$ cat config.mk
export PLATFORM = sky130hd
export DESIGN_NAME = id_ctrl_stage
export DESIGN_NICKNAME = d
export VERILOG_FILES = /design/src/rtl/cpu_ctrl_pkg.sv /design/src/rtl/ctrl_decode_comb.sv /design/src/rtl/id_ctrl_stage.sv
export SDC_FILE = /design/constraint.sdc
export NUM_CORES = 1
export LEC_CHECK = 0
export BUFFER_PORTS_ARGS = -buffer_cell sky130_fd_sc_hd__buf_2
export CAP_MARGIN = 20
export CORE_MARGIN = 2
export CORE_UTILIZATION = 35
export CTS_CLUSTER_SIZE = 12
export DETAILED_ROUTE_END_ITERATION = 16
export GPL_TIMING_DRIVEN = 0
export HOLD_SLACK_MARGIN = 0.05
export PLACE_DENSITY_LB_ADDON = 0.1
export SETUP_SLACK_MARGIN = 0.15
export SYNTH_ARGS = -nofsm -noshare
export SYNTH_HDL_FRONTEND = slang
export SYNTH_SLANG_ARGS = --single-unit
$ cat constraint.sdc
create_clock -name clk_i -period 2.55 [get_ports clk_i]
set_input_delay 0.1275 -clock clk_i [delete_from_list [all_inputs] [get_ports clk_i]]
set_output_delay 0.1275 -clock clk_i [all_outputs]
set_load 0.02 [all_outputs]
$ cat src/rtl/cpu_ctrl_pkg.sv
// ============================================================================
//  Module   : cpu_ctrl_pkg
//  Purpose  : Opcode, ALU-class and branch-type encodings plus the control
//             word shared by the decode stage and its combinational decoder.
//  Revision : 1.0 - initial release
// ============================================================================
`default_nettype none

package cpu_ctrl_pkg;

  localparam int unsigned c_OPC_W       = 6;
  localparam int unsigned c_FUNCT_W     = 6;
  localparam int unsigned c_ALU_CLASS_W = 4;
  localparam int unsigned c_BT_W        = 2;

  // Opcodes
  localparam logic [c_OPC_W-1:0] c_OPC_R    = 6'd0;
  localparam logic [c_OPC_W-1:0] c_OPC_BGEZ = 6'd1;
  localparam logic [c_OPC_W-1:0] c_OPC_J    = 6'd2;
  localparam logic [c_OPC_W-1:0] c_OPC_BEQ  = 6'd4;
  localparam logic [c_OPC_W-1:0] c_OPC_BNE  = 6'd5;
  localparam logic [c_OPC_W-1:0] c_OPC_BNEZ = 6'd6;
  localparam logic [c_OPC_W-1:0] c_OPC_BGT  = 6'd7;
  localparam logic [c_OPC_W-1:0] c_OPC_ADDI = 6'd8;
  localparam logic [c_OPC_W-1:0] c_OPC_SLTI = 6'd10;
  localparam logic [c_OPC_W-1:0] c_OPC_ORI  = 6'd13;
  localparam logic [c_OPC_W-1:0] c_OPC_LUI  = 6'd15;
  localparam logic [c_OPC_W-1:0] c_OPC_LW   = 6'd35;
  localparam logic [c_OPC_W-1:0] c_OPC_SW   = 6'd43;

  // ALU operation classes; zero is reserved for bubbles and jumps
  localparam logic [c_ALU_CLASS_W-1:0] c_ALU_NONE = 4'd0;
  localparam logic [c_ALU_CLASS_W-1:0] c_ALU_R    = 4'd1;
  localparam logic [c_ALU_CLASS_W-1:0] c_ALU_ADDI = 4'd2;
  localparam logic [c_ALU_CLASS_W-1:0] c_ALU_SLTI = 4'd3;
  localparam logic [c_ALU_CLASS_W-1:0] c_ALU_BEQ  = 4'd4;
  localparam logic [c_ALU_CLASS_W-1:0] c_ALU_LUI  = 4'd5;
  localparam logic [c_ALU_CLASS_W-1:0] c_ALU_ORI  = 4'd6;
  localparam logic [c_ALU_CLASS_W-1:0] c_ALU_BNE  = 4'd7;
  localparam logic [c_ALU_CLASS_W-1:0] c_ALU_LW   = 4'd8;
  localparam logic [c_ALU_CLASS_W-1:0] c_ALU_SW   = 4'd9;
  localparam logic [c_ALU_CLASS_W-1:0] c_ALU_BGT  = 4'd10;
  localparam logic [c_ALU_CLASS_W-1:0] c_ALU_BNEZ = 4'd11;
  localparam logic [c_ALU_CLASS_W-1:0] c_ALU_BGEZ = 4'd12;

  // Branch types; BGEZ and BNEZ share an encoding and are split by ALU class
  localparam logic [c_BT_W-1:0] c_BT_BEQ  = 2'b00;
  localparam logic [c_BT_W-1:0] c_BT_BNE  = 2'b01;
  localparam logic [c_BT_W-1:0] c_BT_BGT  = 2'b10;
  localparam logic [c_BT_W-1:0] c_BT_BZ   = 2'b11;

  typedef struct packed {
    logic                     reg_write;
    logic                     alu_src;
    logic                     reg_dst;
    logic                     branch;
    logic                     jump;
    logic                     mem_read;
    logic                     mem_write;
    logic                     mem_to_reg;
    logic [c_ALU_CLASS_W-1:0] alu_op;
    logic [c_BT_W-1:0]        branch_type;
  } ctrl_word_t;

endpackage

`default_nettype wire

$ cat src/rtl/ctrl_decode_comb.sv
// ============================================================================
//  Module   : ctrl_decode_comb
//  Purpose  : Purely combinational opcode/funct to control-word decoder with
//             illegal-opcode and reads-rt flags.
//  Revision : 1.0 - initial release
// ============================================================================
`default_nettype none

module ctrl_decode_comb
  import cpu_ctrl_pkg::*;
#(
  parameter int unsigned EXT_BRANCH = 1
) (
  input  logic [c_OPC_W-1:0]   opcode_i,
  input  logic [c_FUNCT_W-1:0] funct_i,
  output ctrl_word_t           word_o,
  output logic                 illegal_o,
  output logic                 reads_rt_o
);

  logic w_ext;
  logic w_is_r, w_is_addi, w_is_slti, w_is_beq, w_is_bne, w_is_lui;
  logic w_is_ori, w_is_lw, w_is_sw, w_is_j, w_is_bgt, w_is_bgez, w_is_bnez;
  logic w_is_branch, w_legal;

  assign w_ext     = (EXT_BRANCH != 0);

  assign w_is_r    = (opcode_i == c_OPC_R);
  assign w_is_addi = (opcode_i == c_OPC_ADDI);
  assign w_is_slti = (opcode_i == c_OPC_SLTI);
  assign w_is_beq  = (opcode_i == c_OPC_BEQ);
  assign w_is_bne  = (opcode_i == c_OPC_BNE);
  assign w_is_lui  = (opcode_i == c_OPC_LUI);
  assign w_is_ori  = (opcode_i == c_OPC_ORI);
  assign w_is_lw   = (opcode_i == c_OPC_LW);
  assign w_is_sw   = (opcode_i == c_OPC_SW);
  assign w_is_j    = (opcode_i == c_OPC_J);
  // Extended branches only exist when enabled; otherwise they fall to illegal
  assign w_is_bgt  = w_ext & (opcode_i == c_OPC_BGT);
  assign w_is_bgez = w_ext & (opcode_i == c_OPC_BGEZ);
  assign w_is_bnez = w_ext & (opcode_i == c_OPC_BNEZ);

  assign w_is_branch = w_is_beq | w_is_bne | w_is_bgt | w_is_bgez | w_is_bnez;
  assign w_legal     = w_is_r | w_is_addi | w_is_slti | w_is_lui | w_is_ori |
                       w_is_lw | w_is_sw | w_is_j | w_is_branch;

  assign illegal_o  = ~w_legal;
  assign reads_rt_o = w_is_r | w_is_sw | w_is_beq | w_is_bne | w_is_bgt;

  always_comb begin
    word_o = '0;
    if (w_legal) begin
      word_o.reg_write  = w_is_r | w_is_addi | w_is_slti | w_is_lui | w_is_ori | w_is_lw;
      word_o.alu_src    = ~(w_is_r | w_is_branch);
      word_o.reg_dst    = w_is_r & (funct_i != '0);
      word_o.branch     = w_is_branch;
      word_o.jump       = w_is_j;
      word_o.mem_read   = w_is_lw;
      word_o.mem_write  = w_is_sw;
      word_o.mem_to_reg = ~w_is_lw;

      if (w_is_bne)                    word_o.branch_type = c_BT_BNE;
      else if (w_is_bgt)               word_o.branch_type = c_BT_BGT;
      else if (w_is_bgez | w_is_bnez)  word_o.branch_type = c_BT_BZ;
      else                             word_o.branch_type = c_BT_BEQ;

      if (w_is_r)         word_o.alu_op = c_ALU_R;
      else if (w_is_addi) word_o.alu_op = c_ALU_ADDI;
      else if (w_is_slti) word_o.alu_op = c_ALU_SLTI;
      else if (w_is_beq)  word_o.alu_op = c_ALU_BEQ;
      else if (w_is_lui)  word_o.alu_op = c_ALU_LUI;
      else if (w_is_ori)  word_o.alu_op = c_ALU_ORI;
      else if (w_is_bne)  word_o.alu_op = c_ALU_BNE;
      else if (w_is_lw)   word_o.alu_op = c_ALU_LW;
      else if (w_is_sw)   word_o.alu_op = c_ALU_SW;
      else if (w_is_bgt)  word_o.alu_op = c_ALU_BGT;
      else if (w_is_bnez) word_o.alu_op = c_ALU_BNEZ;
      else if (w_is_bgez) word_o.alu_op = c_ALU_BGEZ;
      else                word_o.alu_op = c_ALU_NONE;
    end
  end

endmodule

`default_nettype wire

$ cat src/rtl/id_ctrl_stage.sv
// ============================================================================
//  Module   : id_ctrl_stage
//  Purpose  : Registered ID/EX control stage: decode, load-use stall with
//             bubble insertion, flush handling and illegal-opcode pulse.
//  Revision : 1.0 - initial release
// ============================================================================
`default_nettype none

module id_ctrl_stage
  import cpu_ctrl_pkg::*;
#(
  parameter int unsigned ALU_OP_W   = 4,
  parameter int unsigned REG_AW     = 5,
  parameter int unsigned EXT_BRANCH = 1,
  parameter int unsigned HAZARD_EN  = 1
) (
  input  logic                clk_i,
  input  logic                rst_n,
  input  logic [31:0]         instr_i,
  input  logic                instr_valid_i,
  input  logic                flush_i,
  output logic                stall_o,
  output logic                ex_valid_o,
  output logic                RegWrite_o,
  output logic                ALUSrc_o,
  output logic                RegDst_o,
  output logic                Branch_o,
  output logic                Jump_o,
  output logic                MemRead_o,
  output logic                MemWrite_o,
  output logic                MemtoReg_o,
  output logic [1:0]          BranchType_o,
  output logic [ALU_OP_W-1:0] ALU_op_o,
  output logic [REG_AW-1:0]   rs_o,
  output logic [REG_AW-1:0]   rt_o,
  output logic [REG_AW-1:0]   rd_o,
  output logic                illegal_o
);

  ctrl_word_t        w_word;
  logic              w_illegal;
  logic              w_reads_rt;
  logic              w_hazard;
  logic [REG_AW-1:0] w_rs, w_rt, w_rd;
  logic [4:0]        w_unused_shamt;

  logic              ex_valid_q, ex_valid_d;
  ctrl_word_t        word_q, word_d;
  logic [REG_AW-1:0] rs_q, rs_d;
  logic [REG_AW-1:0] rt_q, rt_d;
  logic [REG_AW-1:0] rd_q, rd_d;
  logic              illegal_q, illegal_d;

  ctrl_decode_comb #(
    .EXT_BRANCH (EXT_BRANCH)
  ) u_decode (
    .opcode_i   (instr_i[31:26]),
    .funct_i    (instr_i[5:0]),
    .word_o     (w_word),
    .illegal_o  (w_illegal),
    .reads_rt_o (w_reads_rt)
  );

  assign w_rs = REG_AW'(instr_i[25:21]);
  assign w_rt = REG_AW'(instr_i[20:16]);
  assign w_rd = REG_AW'(instr_i[15:11]);
  assign w_unused_shamt = instr_i[10:6];

  // A load in EX whose destination is needed now cannot forward in time
  generate
    if (HAZARD_EN != 0) begin : g_hazard
      assign w_hazard = ex_valid_q & word_q.mem_read & (rt_q != '0) & instr_valid_i &
                        ((rt_q == w_rs) | ((rt_q == w_rt) & w_reads_rt));
    end else begin : g_no_hazard
      assign w_hazard = 1'b0;
    end
  endgenerate

  assign stall_o = w_hazard & ~flush_i;

  always_comb begin
    ex_valid_d = 1'b0;
    word_d     = '0;
    rs_d       = '0;
    rt_d       = '0;
    rd_d       = '0;
    illegal_d  = 1'b0;
    if (!flush_i && !w_hazard && instr_valid_i) begin
      if (w_illegal) begin
        illegal_d = 1'b1;
      end else begin
        ex_valid_d = 1'b1;
        word_d     = w_word;
        rs_d       = w_rs;
        rt_d       = w_rt;
        rd_d       = w_rd;
      end
    end
  end

  always_ff @(posedge clk_i or negedge rst_n) begin
    if (!rst_n) begin
      ex_valid_q <= 1'b0;
      word_q     <= '0;
      rs_q       <= '0;
      rt_q       <= '0;
      rd_q       <= '0;
      illegal_q  <= 1'b0;
    end else begin
      ex_valid_q <= ex_valid_d;
      word_q     <= word_d;
      rs_q       <= rs_d;
      rt_q       <= rt_d;
      rd_q       <= rd_d;
      illegal_q  <= illegal_d;
    end
  end

  assign ex_valid_o   = ex_valid_q;
  assign RegWrite_o   = word_q.reg_write;
  assign ALUSrc_o     = word_q.alu_src;
  assign RegDst_o     = word_q.reg_dst;
  assign Branch_o     = word_q.branch;
  assign Jump_o       = word_q.jump;
  assign MemRead_o    = word_q.mem_read;
  assign MemWrite_o   = word_q.mem_write;
  assign MemtoReg_o   = word_q.mem_to_reg;
  assign BranchType_o = word_q.branch_type;
  assign ALU_op_o     = ALU_OP_W'(word_q.alu_op);
  assign rs_o         = rs_q;
  assign rt_o         = rt_q;
  assign rd_o         = rd_q;
  assign illegal_o    = illegal_q;

endmodule

`default_nettype wire

# ---- Word-level counts from Yosys, hierarchy flattened
# Cells that the tools add are included.
dict set report op_classes {
  add_sub_neg 0
  multipliers 0
  div 0
  magnitude_cmp 0
  n_eq_ne 14
  shift 0
  muxes 27
  n_bitwise 29
  reduce_logical 7
}
# cell count
set ops {}
lappend ops {{2-to-1 mux 4 bit} 12}
lappend ops {{2-to-1 mux 5 bit} 6}
lappend ops {{2-to-1 mux 14 bit} 2}
lappend ops {{== test 6 x 3 -> 1 bit, second input constant} 4}
lappend ops {{== test 6 x 4 -> 1 bit, second input constant} 4}
lappend ops {{OR 1 bit} 19}
lappend ops {{== test 6 bit, second input constant} 2}
lappend ops {{== test 5 bit} 2}
lappend ops {{bitwise AND 1 bit} 7}
lappend ops {{== test 6 x 1 -> 1 bit, second input constant} 1}
lappend ops {{== test 6 x 2 -> 1 bit, second input constant} 1}
lappend ops {{zero test 6 bit} 1}
lappend ops {{2-to-1 mux 2 bit} 3}
lappend ops {{nonzero test 6 bit} 1}
lappend ops {{nonzero test 5 bit} 1}
lappend ops {{2-to-1 mux 1 bit} 4}
lappend ops {{inverter 1 bit} 3}
lappend ops {{logical AND 1 bit} 2}
lappend ops {{zero test 1 bit} 2}
dict set report totals {
  regBits 31
  latch_bits 0
  ram_bits 0
  mem_bits_ro 0
  inputBits 36
  out_inout_bits 32
  word_cells 92
  memories 0
}

# ---- Longest topological paths before layout
# Gate-level depths: netlist of the first run.
dict set report depth {
  depth_word 15
  depth_mapped 7
  mapped_depth_nobuf 5
}

# ---- Cells and area by module
# Synthesis of the first run repeated with hierarchy kept, for this count alone.
dict set report unflattened {
  cells_unflattened 183
  area_unflattened_um2 1800.5
}
# module n_inst cells_per_inst area_per_inst_um2 seq_area_each_um2
set by_module_without_submodules {}
lappend by_module_without_submodules {id_ctrl_stage 1 124 1422.6 775.7}
lappend by_module_without_submodules {ctrl_decode_comb 1 59 377.9 0.0}

# ---- Least setup slack after synthesis of the first run
# No wires, ideal clock.
dict set report synth_path {
  path_type {reg2out}
  startpoint {register rt_q[1], in the netlist rt_o[1]}
  endpoint {output stall_o}
  arrival_ns 1.917
  t_required_ns 2.423
  slack_ns 0.506
  path_stages_with_launch 7
  path_buffers 1
  path_cell_list {dfrtp_1 > or4_1 > o21ai_2 > nor3_1 > or2_4 > buf_4 > nor2b_1}
}
dict set report synth_between {
  elab_chain_len 5
  elab_cells_between_ends 9
  classes_between {2 x eq/ne; 6 x bitwise; 1 x reduce/logical}
}
# item line
set synth_rtl {}
lappend synth_rtl {{from (decl)} id_ctrl_stage.sv:50} ;# logic [REG_AW-1:0] rt_q, rt_d;
lappend synth_rtl {{from (signal assigned)} id_ctrl_stage.sv:113} ;# rt_q <= rt_d;
lappend synth_rtl {{== test 5 bit / nonzero test 5 bit (equally long branches)} {id_ctrl_stage.sv:73, id_ctrl_stage.sv:72}}
lappend synth_rtl {{bitwise AND 1 bit, on equally long branches} {id_ctrl_stage.sv:73, id_ctrl_stage.sv:72}}
lappend synth_rtl {{OR 1 bit / bitwise AND 1 bit (equally long branches)} {id_ctrl_stage.sv:73, id_ctrl_stage.sv:72}}
lappend synth_rtl {{bitwise AND 1 bit (*)} id_ctrl_stage.sv:72} ;# assign w_hazard = ex_valid_q & word_q.mem_read & (rt_q != '0) & instr_valid_i &
lappend synth_rtl {{bitwise AND 1 bit (*)} id_ctrl_stage.sv:79} ;# assign stall_o = w_hazard & ~flush_i;
lappend synth_rtl {{to (decl)} id_ctrl_stage.sv:22} ;# output logic stall_o,
# Mark *: on every way between the ends. The rest lies on a longest branch, timed or not.

# ---- Worst setup path in the final report of the first run
# Ends and elaborated chain as after synthesis.

==> impl_results.md, run 1 <==
- Setup CP Type: flop to output pin
- Async set or reset register ratio after synthesis: 100.0%
- Worst-Skew Late Latency: 0.28 ns
- Root Buffer: clkbuf_8
- Max Freq: ~430 MHz
- Starting density of the core: a little over a third
- Yosys warning count: 0
- Post-synth EDFFs: 0
- Hold Fails Final Rpt: 0
- Hold slack: 0.06300 ns
- Clock share of power: between 30% and 40%
- DIE AREA: roughly 0.0047 mm^2
- Final #Nets: between 200 and 250
- CP Data Arrival Time: 2.21 ns
- Number of buffers created by CTS: 5
- Relative slew margins: 54.18%
- Post-synth top cells: 31 x dfrtp_1, 18 x and2_1, 10 x xnor2_1, 8 x nor3_1, 6 x nor2_1
- Antenna violations before repair: 0
- Die boundary height: around 70 um
- Crit end category: output pin
- Routed wire length per instance: between 10 and 15 um
- DRC errors left: 0
- Global route total overflow: 0
- Clock-pin transition on the worst setup and hold timing paths: 0.06 ns
- TritonCTS Sinks: 31
- Total wire length: between 3000 and 4000 um
- Fillers: around 400
- Core Region: roughly 0.004 mm^2
- Yosys top cell area share: between 50% and 60%
- Count leader, synth: dfrtp_1
- Via count: around 1300
- First-pass GRT wire length: around 5300 um
- Share of total power in combinational logic: 12.4%
- Placed inst area: between 0.0015 and 0.002 mm^2
- Worst Skew: just under 0.006 ns
- CP peak stage delay: 0.56 ns
- Synthesized netlist cell count: 132
- Dpl hpwl: ~2600 um
- Power Dens Cells: between 500 and 600 mW/mm^2
- Fin. max-slew vios: 0
- CP cell instances: or4_4 -> o21ai_4 -> nor3_2 -> or2_4 -> buf_6 -> nor2b_1 -> buf_2
- Worst path required time: roughly 2.4 ns
- Hold path depth: 2
- Cell taking the most area after synthesis: dfrtp_1
- Reg2Reg Depth: 6
- Synth Cell Area: between 0.001 and 0.0015 mm^2
- LEAKAGE: ~1 nW
- Largest net degree at the start of global routing: 32
- GRT Total Usage: 15.89%
- Setup_tns: 0 ns
- Reg-to-reg endpoint: MemtoReg_o$_DFF_PN0_
- Internal reg-to-reg setup slack: 0.52 ns
- Vias per cell: a little under 5
- Fin crit period: 2.334 ns
- Post-synthesis sequential area ratio: 53.17%
- Crit path launch type: flop
- Number of global-route vias before repair: between 1000 and 1500
- Crit share post-route: roughly nine tenths
- DR pass1 iterations: 4
- Layout area overhead: 34.99%
- NetSw: between 200 and 250 uW
- Post-synth net total: 168
- Share of cells above drive strength 1: between 40% and 50%
- Internal power: between 700 and 800 uW
- Average size of a mapped cell: between 10 and 15 um^2
- Row cnt: 23
- CTS H-Tree Depth: 2
- Placer congestion estimate: about 0.81
- Worst-Margin Slew: around 0.7 ns
- Number of max-cap violations: 0
- Distinct cells, synth: 38
- CTS tree: yes
- Detail Route Antenna Nets: 0
- Post-synth top flop: dfrtp_1
- Clk buf depth: 2
- Flop pwr share: between 40% and 50%
- HP Class: input port to flop
- Finished Cell Area: around 0.0020 mm^2
- Reg2reg start: rt_o[1]$_DFF_PN0_
- Status: complete, no violations
- DR iter-0 viols: 51
- Flop and latch count out of synthesis: 31
- Hold endpoint: rd_o[4]$_DFF_PN0_
- Boundary pin count: 68
- Die Wd: ~69 um
- Critical path's slowest cell: or4_4
- Switch share: about 24%
- VDD IR max: roughly 310 uV
- Port Buffers: 60
- Min-Delay Startpoint: instr_i[15]
- Setup-failing EPs final: 0
- Crit Path Max Fanout: 10
- N_diodes: 0
- Top cells by area, synth: dfrtp_1 53%, and2_1 7.7%, xnor2_1 6.0%
- RSZ-0062 raised after global routing: false
[routing by layer]
metal / track usage [%] / share of wire [%] / vias to the layer above
met5: 0 / 0 / -
li1: - / - / 600
met4: 6.250 / 1.6 / 0
met3: 4.870 / 8.9 / 6
met2: 23.68 / 46 / 65
met1: 21.56 / 43 / 588
[flip-flops by register name (all words and copies together), names as in the netlist]
register      count
rd_o              5
rs_o              5
rt_o              5
ALU_op_o          4
BranchType_o      2
ALUSrc_o          1
Branch_o          1
Jump_o            1
MemRead_o         1
MemWrite_o        1
MemtoReg_o        1
RegDst_o          1
RegWrite_o        1
ex_valid_o        1
illegal_o         1
[kinds of logic (layout without fill, tap and decap cells)]
logic type | count (synthesis) | count (layout) | synth area share [%]
simple gates | 63 | 63 | 26.25
flops | 31 | 31 | 53.17
compound gates | 19 | 19 | 10.55
xor+xnor | 10 | 10 | 6.003
buf+inv | 9 | 81 | 4.030
[power groups by stage]
stage	sequential, mW	combinational (mW)	clock, mW
finish	0.503	0.125	0.381
global route	0.503	0.139	0.419
CTS	0.503	0.127	0.397
detailed placement	0.512	0.121	0
global placement	0.512	0.119	0
floorplan	0.522	0.0558	0
[what timing repair did]
action / CTS / global route
buffers inserted: 3 / 1
pin swaps: 1 / 3
setup endpoints to repair: 1 / 1
resized for setup: 3 / 1
hold buffers: 1 / 0
endpoints found under the hold margin: 31 / 0
[metrics by stage]
stage | instances | util (%) | setup slack, ns | total power [mW]
floorplan | 132 | - | 0.5060 | 0.5775
CTS | 253 | 48.95 | 0.1570 | 1.027
global placement | 242 | 45.54 | 0.4378 | 0.6306
detailed placement | 242 | 45.54 | 0.4389 | 0.6334
global route | 254 | 49.23 | 0.1530 | 1.061
finish | 254 | 49.23 | 0.2162 | 1.009
[final cells by class]
cell class	instances	area (um^2)	share of cell area [%]
Multi-Input combinational cell	92	640.6	32.53
Timing Repair Buffer	65	340.3	17.28
Buffer	7	55.05	2.795
Tap cell	50	62.56	3.177
Sequential cell	31	775.7	39.39
Clock buffer	6	82.58	4.193
Clock inverter	1	5.005	0.2541
Inverter	2	7.507	0.3812
[how the worst max path moves through the flow]
stage	cells after the start	startpoint	to
floorplan	6	rt_o[1]$_DFF_PN0_	stall_o
global placement	7	rt_o[2]$_DFF_PN0_	stall_o
detailed placement	7	rt_o[2]$_DFF_PN0_	stall_o
CTS	7	rt_o[1]$_DFF_PN0_	stall_o
global route	7	rt_o[1]$_DFF_PN0_	stall_o
finish	7	rt_o[1]$_DFF_PN0_	stall_o
[worst max-delay path: cells and delay by family, from the launching register on]
kind | cells | cell delay [ns]
compound gates | 1 | 0.18
buf+inv | 2 | 0.30
flops | 1 | 0.41
simple gates | 4 | 1.04
[cell usage in the layout (no fill, tap or decap), types with 2 or more instances in the layout]
cell type	count
nand3_1	2
o31a_1	2
and2_1	18
and3_1	2
nand2b_1	3
nand2_1	5
a21oi_1	2
dfrtp_1	31
clkbuf_8	6
nor2_1	6
o21ai_0	4
inv_1	2
nor2b_1	3
nor4_1	4
nor3_1	7
or4_1	4
xnor2_1	10
buf_6	3
buf_2	62
buf_4	5
No activity file was read; power rests on OpenSTA's default activity.
==> run 2: changes to the inputs <==
- MAX_ROUTING_LAYER: default -> met4
==> impl_results.md, run 2 (synthesis results as in run 1) <==
- Status: complete, no violations
- Clk buf depth: 2 (unchanged)
- Internal reg-to-reg setup slack: 0.52 ns (about the same)
- VDD IR max: 308.1 uV (+0.30%)
- Post-route insts no fill: 254 (unchanged)
- DR pass1 iterations: 4 (unchanged)
- DRC errors left: 0 (unchanged)
- Crit path launch type: flop
- Setup-failing EPs final: 0 (unchanged)
- Number of global-route vias before repair: 1125 (unchanged)
- Boundary pin count: 68 (unchanged)
- TritonCTS Sinks: 31 (unchanged)
- Max Freq: 428.5 MHz (about the same)
- Layout area overhead: 34.99% (unchanged)
- Share of cells above drive strength 1: 41.18% (unchanged)
- Total wire length: 3550 um (+0.20%)
- Port Buffers: 60 (unchanged)
- Row cnt: 23 (unchanged)
- Root Buffer: clkbuf_8
- Dpl hpwl: 2580 um (unchanged)
- Fillers: 397 (unchanged)
- Crit share post-route: 91.51% (about the same)
- Hold Fails Final Rpt: 0 (unchanged)
- Largest net degree at the start of global routing: 32 (unchanged)
- Starting density of the core: 36.47% (unchanged)
- Power Dens Cells: 512.8 mW/mm^2 (about the same)
- Die Wd: 68.56 um (unchanged)
- Core Region: 0.004000 mm^2 (unchanged)
- Routed wire length per instance: 13.98 um (+0.20%)
- HP Class: input port to flop
- Relative slew margins: 54.19% (about the same)
- Dpl cells: 242 (unchanged)
- CP peak stage delay: 0.56 ns (about the same)
- CP Data Arrival Time: 2.21 ns (about the same)
- First-pass GRT wire length: 5368 um (+0.39%)
- Number of buffers created by CTS: 5 (unchanged)
- DIE AREA: 0.004700 mm^2 (unchanged)
- Clock-pin transition on the worst setup and hold timing paths: 0.06 ns (about the same)
- CTS tree: yes
- LEAKAGE: 1.019 nW (unchanged)
- Detail Route Antenna Nets: 0 (unchanged)
- DR iter-0 viols: 48 (-5.9%)
- GRT Total Usage: 16.38% (+0.49 points)
- Commonest non-fill, non-tap cell in the layout: buf_2
- Setup CP Type: flop to output pin
- Number of max-cap violations: 0 (unchanged)
- WP buf/inv: 2 (unchanged)
- Antenna violations before repair: 0 (unchanged)
- Worst path required time: 2.42 ns (about the same)
- Worst-Skew Late Latency: 0.28 ns (about the same)
- Critical path's top delay family: simple AND/OR/NAND/NOR gates
- CP cell instances: or4_4 -> o21ai_4 -> nor3_2 -> or2_4 -> buf_6 -> nor2b_1 -> buf_2
- Placer congestion estimate: 0.8184 (+1.5%)
- Setup_tns: 0 ns (unchanged)
- Global route total overflow: 0 (unchanged)
- Crit end category: output pin
- Worst-Margin Slew: 0.6871 ns (-0.0001109 ns)
- N_diodes: 0 (unchanged)
- Vias per cell: 4.957 (unchanged)
- Critical path's slowest cell: or4_4
- Via count: 1259 (unchanged)
- Die boundary height: 68.56 um (unchanged)
- Most frequent cells in the layout: 62 x buf_2, 31 x dfrtp_1, 18 x and2_1
- Final #Nets: 240 (unchanged)
- CTS H-Tree Depth: 2 (unchanged)
- Fin crit period: 2.334 ns (-0.0001510 ns)
- RSZ-0062 raised after global routing: false
- Crit Path Max Fanout: 10 (unchanged)
- Fin. max-slew vios: 0 (unchanged)
- Worst Skew: 0.006172 ns (+0.0003899 ns)
[run 2: cell counts in the layout (fill, tap and decap cells not counted)]
No cell type changed its count.
[run 2: final timing paths]
kind / to / start / cells after the start
worst max-delay path: stall_o / rt_o[1]$_DFF_PN0_ / 7
min in group asynchronous: rd_o[4]$_DFF_PN0_ / rst_n / 2
worst min-delay path: ALU_op_o[2]$_DFF_PN0_ / instr_i[31] / 2
max in group asynchronous: MemWrite_o$_DFF_PN0_ / rst_n / 2
worst max register to register: MemtoReg_o$_DFF_PN0_ / rt_o[1]$_DFF_PN0_ / 6
worst min register to register: ALU_op_o[2]$_DFF_PN0_ / rt_o[3]$_DFF_PN0_ / 5
[run 2: what timing repair did]
| item | in CTS | in global routing |
|---|---|---|
| endpoints found under the setup margin | 1 | 1 |
| buffers inserted | 3 | 1 |
| endpoints found under the hold margin | 31 | 0 |
| resized for setup | 3 | 1 |
| hold buffers | 1 | 0 |
| pin swaps | 1 | 3 |
[run 2: cell type report]
cell class | instances | area, um^2 | share of cell area (%)
plain buffers | 7 | 55.05 | 2.795
clock buffers | 6 | 82.58 | 4.193
clock inverters | 1 | 5.005 | 0.2541
inverters | 2 | 7.507 | 0.3812
multi-input cells | 92 | 640.6 | 32.53
flip-flops and latches | 31 | 775.7 | 39.39
well taps | 50 | 62.56 | 3.177
repair buffers | 65 | 340.3 | 17.28
[run 2: where the power goes]
| group | switching [mW] | leakage (nW) | total (mW) | internal [mW] |
|---|---|---|---|---|
| sequential | 0.00339 | 0.430 | 0.503 | 0.499 |
| combinational | 0.0714 | 0.542 | 0.125 | 0.0539 |
| clock | 0.171 | 0.0470 | 0.382 | 0.211 |
[run 2: per-stage QoR]
stage	power (mW)	hold slack (ns)	util (%)	setup slack (ns)	cell area, um^2
after global routing	1.063	0.05219	49.23	0.1510	1969
after floorplan	0.5775	-0.1681	-	0.5060	1459
after CTS	1.027	0.05426	48.95	0.1570	1958
after detailed placement	0.6334	0.2215	45.54	0.4389	1822
final	1.010	0.06292	49.23	0.2164	1969
after global placement	0.6306	0.1956	45.54	0.4378	1822
[run 2: routing by layer]
layer / routed length, um / track usage, %
met1: 1515 / 21.67
met2: 1652 / 23.68
met3: 323 / 4.870
met4: 59 / 6.250
met5: 0 / -
==> run 3: changes to the inputs <==
- PLACE_DENSITY: default -> 0.6
- PLACE_DENSITY_LB_ADDON: 0.1 -> default
==> impl_results.md, run 3 (synthesis results as in run 1) <==
- Status: complete, no violations
- Root Buffer: clkbuf_8
- Share of total power in combinational logic: 12.2% (-0.2 points)
- Crit path launch type: flop
- Vias per cell: 4.716 (-4.9%)
- DR iter-0 viols: 57 (+19%)
- Relative slew margins: 54.85% (+0.66 points)
- Port Buffers: 60 (unchanged)
- Final #Nets: 242 (+0.83%)
- Setup CP Type: flop to output pin
- Placed inst area: 0.001822 mm^2 (unchanged)
- HP Class: input port to flop
- NetSw: 240.3 uW (-2.1%)
- Detail Route Antenna Nets: 0 (unchanged)
- Layout area overhead: 37.48%
- Number of buffers created by CTS: 5 (unchanged)
- Internal power: 800.5 uW (+4.7%)
- Core Region: 0.004000 mm^2 (unchanged)
- Reg2Reg Depth: 6 (unchanged)
- Setup-failing EPs final: 0 (unchanged)
- Die boundary height: 68.56 um (unchanged)
- Share of cells above drive strength 1: 41.06% (-0.11 points)
- Post-route insts no fill: 257 (+1.2%)
- Clock share of power: 39.6% (+1.8 points)
- Final core utilization: 50.14% (+0.91 points)
- Clk buf depth: 2 (unchanged)
- Fin. max-slew vios: 0 (unchanged)
- Fin crit period: 2.327 ns (-0.006774 ns)
- Internal reg-to-reg setup slack: 0.55 ns (+0.03 ns)
- Starting density of the core: 36.47% (unchanged)
- Reg2reg start: rt_o[1]$_DFF_PN0_
- RSZ-0062 raised after global routing: false
- Placer congestion estimate: 0.8515 (+4.0%)
- Setup_tns: 0 ns (unchanged)
- CP Data Arrival Time: 2.20 ns (about the same)
- Via count: 1212 (-3.7%)
- Row cnt: 23 (unchanged)
- DIE AREA: 0.004700 mm^2 (unchanged)
- Max Freq: 429.8 MHz (+0.29%)
- Flop pwr share: 48.3% (-1.5 points)
- Reg-to-reg endpoint: rs_o[2]$_DFF_PN0_
- DR pass1 iterations: 4 (unchanged)
- Total wire length: 3345 um (-5.8%)
- TritonCTS Sinks: 31 (unchanged)
- Dpl cells: 242 (unchanged)
- Crit Path Max Fanout: 10 (unchanged)
- N_diodes: 0 (unchanged)
- GRT Total Usage: 15.56% (-0.82 points)
- Largest net degree at the start of global routing: 32 (unchanged)
- Worst-Margin Slew: 0.6772 ns (-0.009951 ns)
- CTS tree: yes
- Crit end category: output pin
- Most frequent cells in the layout: 62 x buf_2, 31 x dfrtp_1, 18 x and2_1
- Commonest non-fill, non-tap cell in the layout: buf_2
- Global route total overflow: 0 (unchanged)
- Min-Delay Startpoint: instr_i[11]
- Boundary pin count: 68 (unchanged)
- Number of max-cap violations: 0 (unchanged)
- Clock-pin transition on the worst setup and hold timing paths: 0.06 ns (about the same)
- Critical path's slowest cell: or4_4
- DRC errors left: 0 (unchanged)
- Number of global-route vias before repair: 1193 (+6.0%)
- CP peak stage delay: 0.55 ns (about the same)
- Worst-Skew Late Latency: 0.28 ns (about the same)
- VDD IR max: 181.6 uV (-41%)
- First-pass GRT wire length: 5264 um (-1.9%)
- Crit share post-route: 91.25% (-0.27 points)
- Worst Skew: 0.005664 ns (-0.0005075 ns)
- Worst path required time: 2.42 ns (about the same)
- CTS H-Tree Depth: 2 (unchanged)
- LEAKAGE: 1.044 nW (+2.5%)
- CP cell instances: or4_4 -> o21ai_4 -> a2111oi_4 -> or2_4 -> buf_6 -> nor2b_1 -> buf_2
- Routed wire length per instance: 13.02 um (-6.9%)
- Finished Cell Area: 0.002006 mm^2 (+1.8%)
- Power Dens Cells: 519.0 mW/mm^2 (+1.2%)
- Setup crit start: rt_o[1]$_DFF_PN0_
- Die Wd: 68.56 um (unchanged)
- Dpl hpwl: 2556 um (-0.91%)
- Antenna violations before repair: 0 (unchanged)
- Hold Fails Final Rpt: 0 (unchanged)
- Switch share: 23.09% (-1.2 points)
- Critical path endpoint: stall_o
## run 3: metrics by stage
step	total power, mW	hold WS, ns	worst slack (ns)
6_report	1.041	0.06047	0.2231
3_3_place_gp	0.6296	0.1928	0.4089
5_1_grt	1.084	0.06341	0.1527
2_1_floorplan	0.5775	-0.1681	0.5060
3_5_place_dp	0.6321	0.2056	0.4019
4_1_cts	1.053	0.05409	0.1809
## run 3: worst min path at each step
stage                                  to  slack (ns)  cells after the start
finish                  rd_o[0]$_DFF_PN0_        0.06                      2
global route            rd_o[4]$_DFF_PN0_        0.06                      2
CTS                 ALU_op_o[2]$_DFF_PN0_        0.05                      2
detailed placement      rd_o[1]$_DFF_PN0_        0.21                      1
global placement       ALUSrc_o$_DFF_PN0_        0.19                      1
floorplan              ALUSrc_o$_DFF_PN0_       -0.17                      0
## run 3: cell type report
type	instances	area [um^2]
timing repair buffer	67	357.8
multi-input combinational	92	646.9
tap	50	62.56
inverter	2	7.507
fill	405	1994
sequential	31	775.7
buffer	7	55.05
clock buffer	8	100.1
## run 3: layer usage
layer / global-route usage [%] / share of wire (%) / vias to the layer above / routed length, um
li1: - / - / 613 / -
met1: 19.98 / 44 / 548 / 1483
met2: 23.32 / 48 / 45 / 1604
met3: 2.435 / 6.4 / 6 / 214
met4: 9.000 / 1.3 / 0 / 42
met5: - / 0 / - / 0
## run 3: power by group through the flow
stage / clock network [mW] / registers, mW / logic (mW)
floorplan: 0 / 0.522 / 0.0558
global placement: 0 / 0.511 / 0.118
detailed placement: 0 / 0.512 / 0.120
CTS: 0.423 / 0.502 / 0.128
global route: 0.440 / 0.503 / 0.141
finish: 0.412 / 0.502 / 0.127
## run 3: repair_timing
action / CTS / global route
pin swaps: 2 / 2
hold buffers: 2 / 0
gates cloned: 0 / 0
setup buffers: 5 / 0
gates resized for setup: 5 / 0
setup endpoints to repair: 1 / 1
hold endpoints to repair: 32 / 0
## run 3: worst max-delay path: cells and delay by family (launching register included)
| kind | cells | cell delay, ns |
|---|---|---|
| buffers and inverters | 2 | 0.29 |
| flip-flops | 1 | 0.38 |
| AND/OR/NAND/NOR | 3 | 0.95 |
| AO/OA/AOI/OAI | 2 | 0.29 |
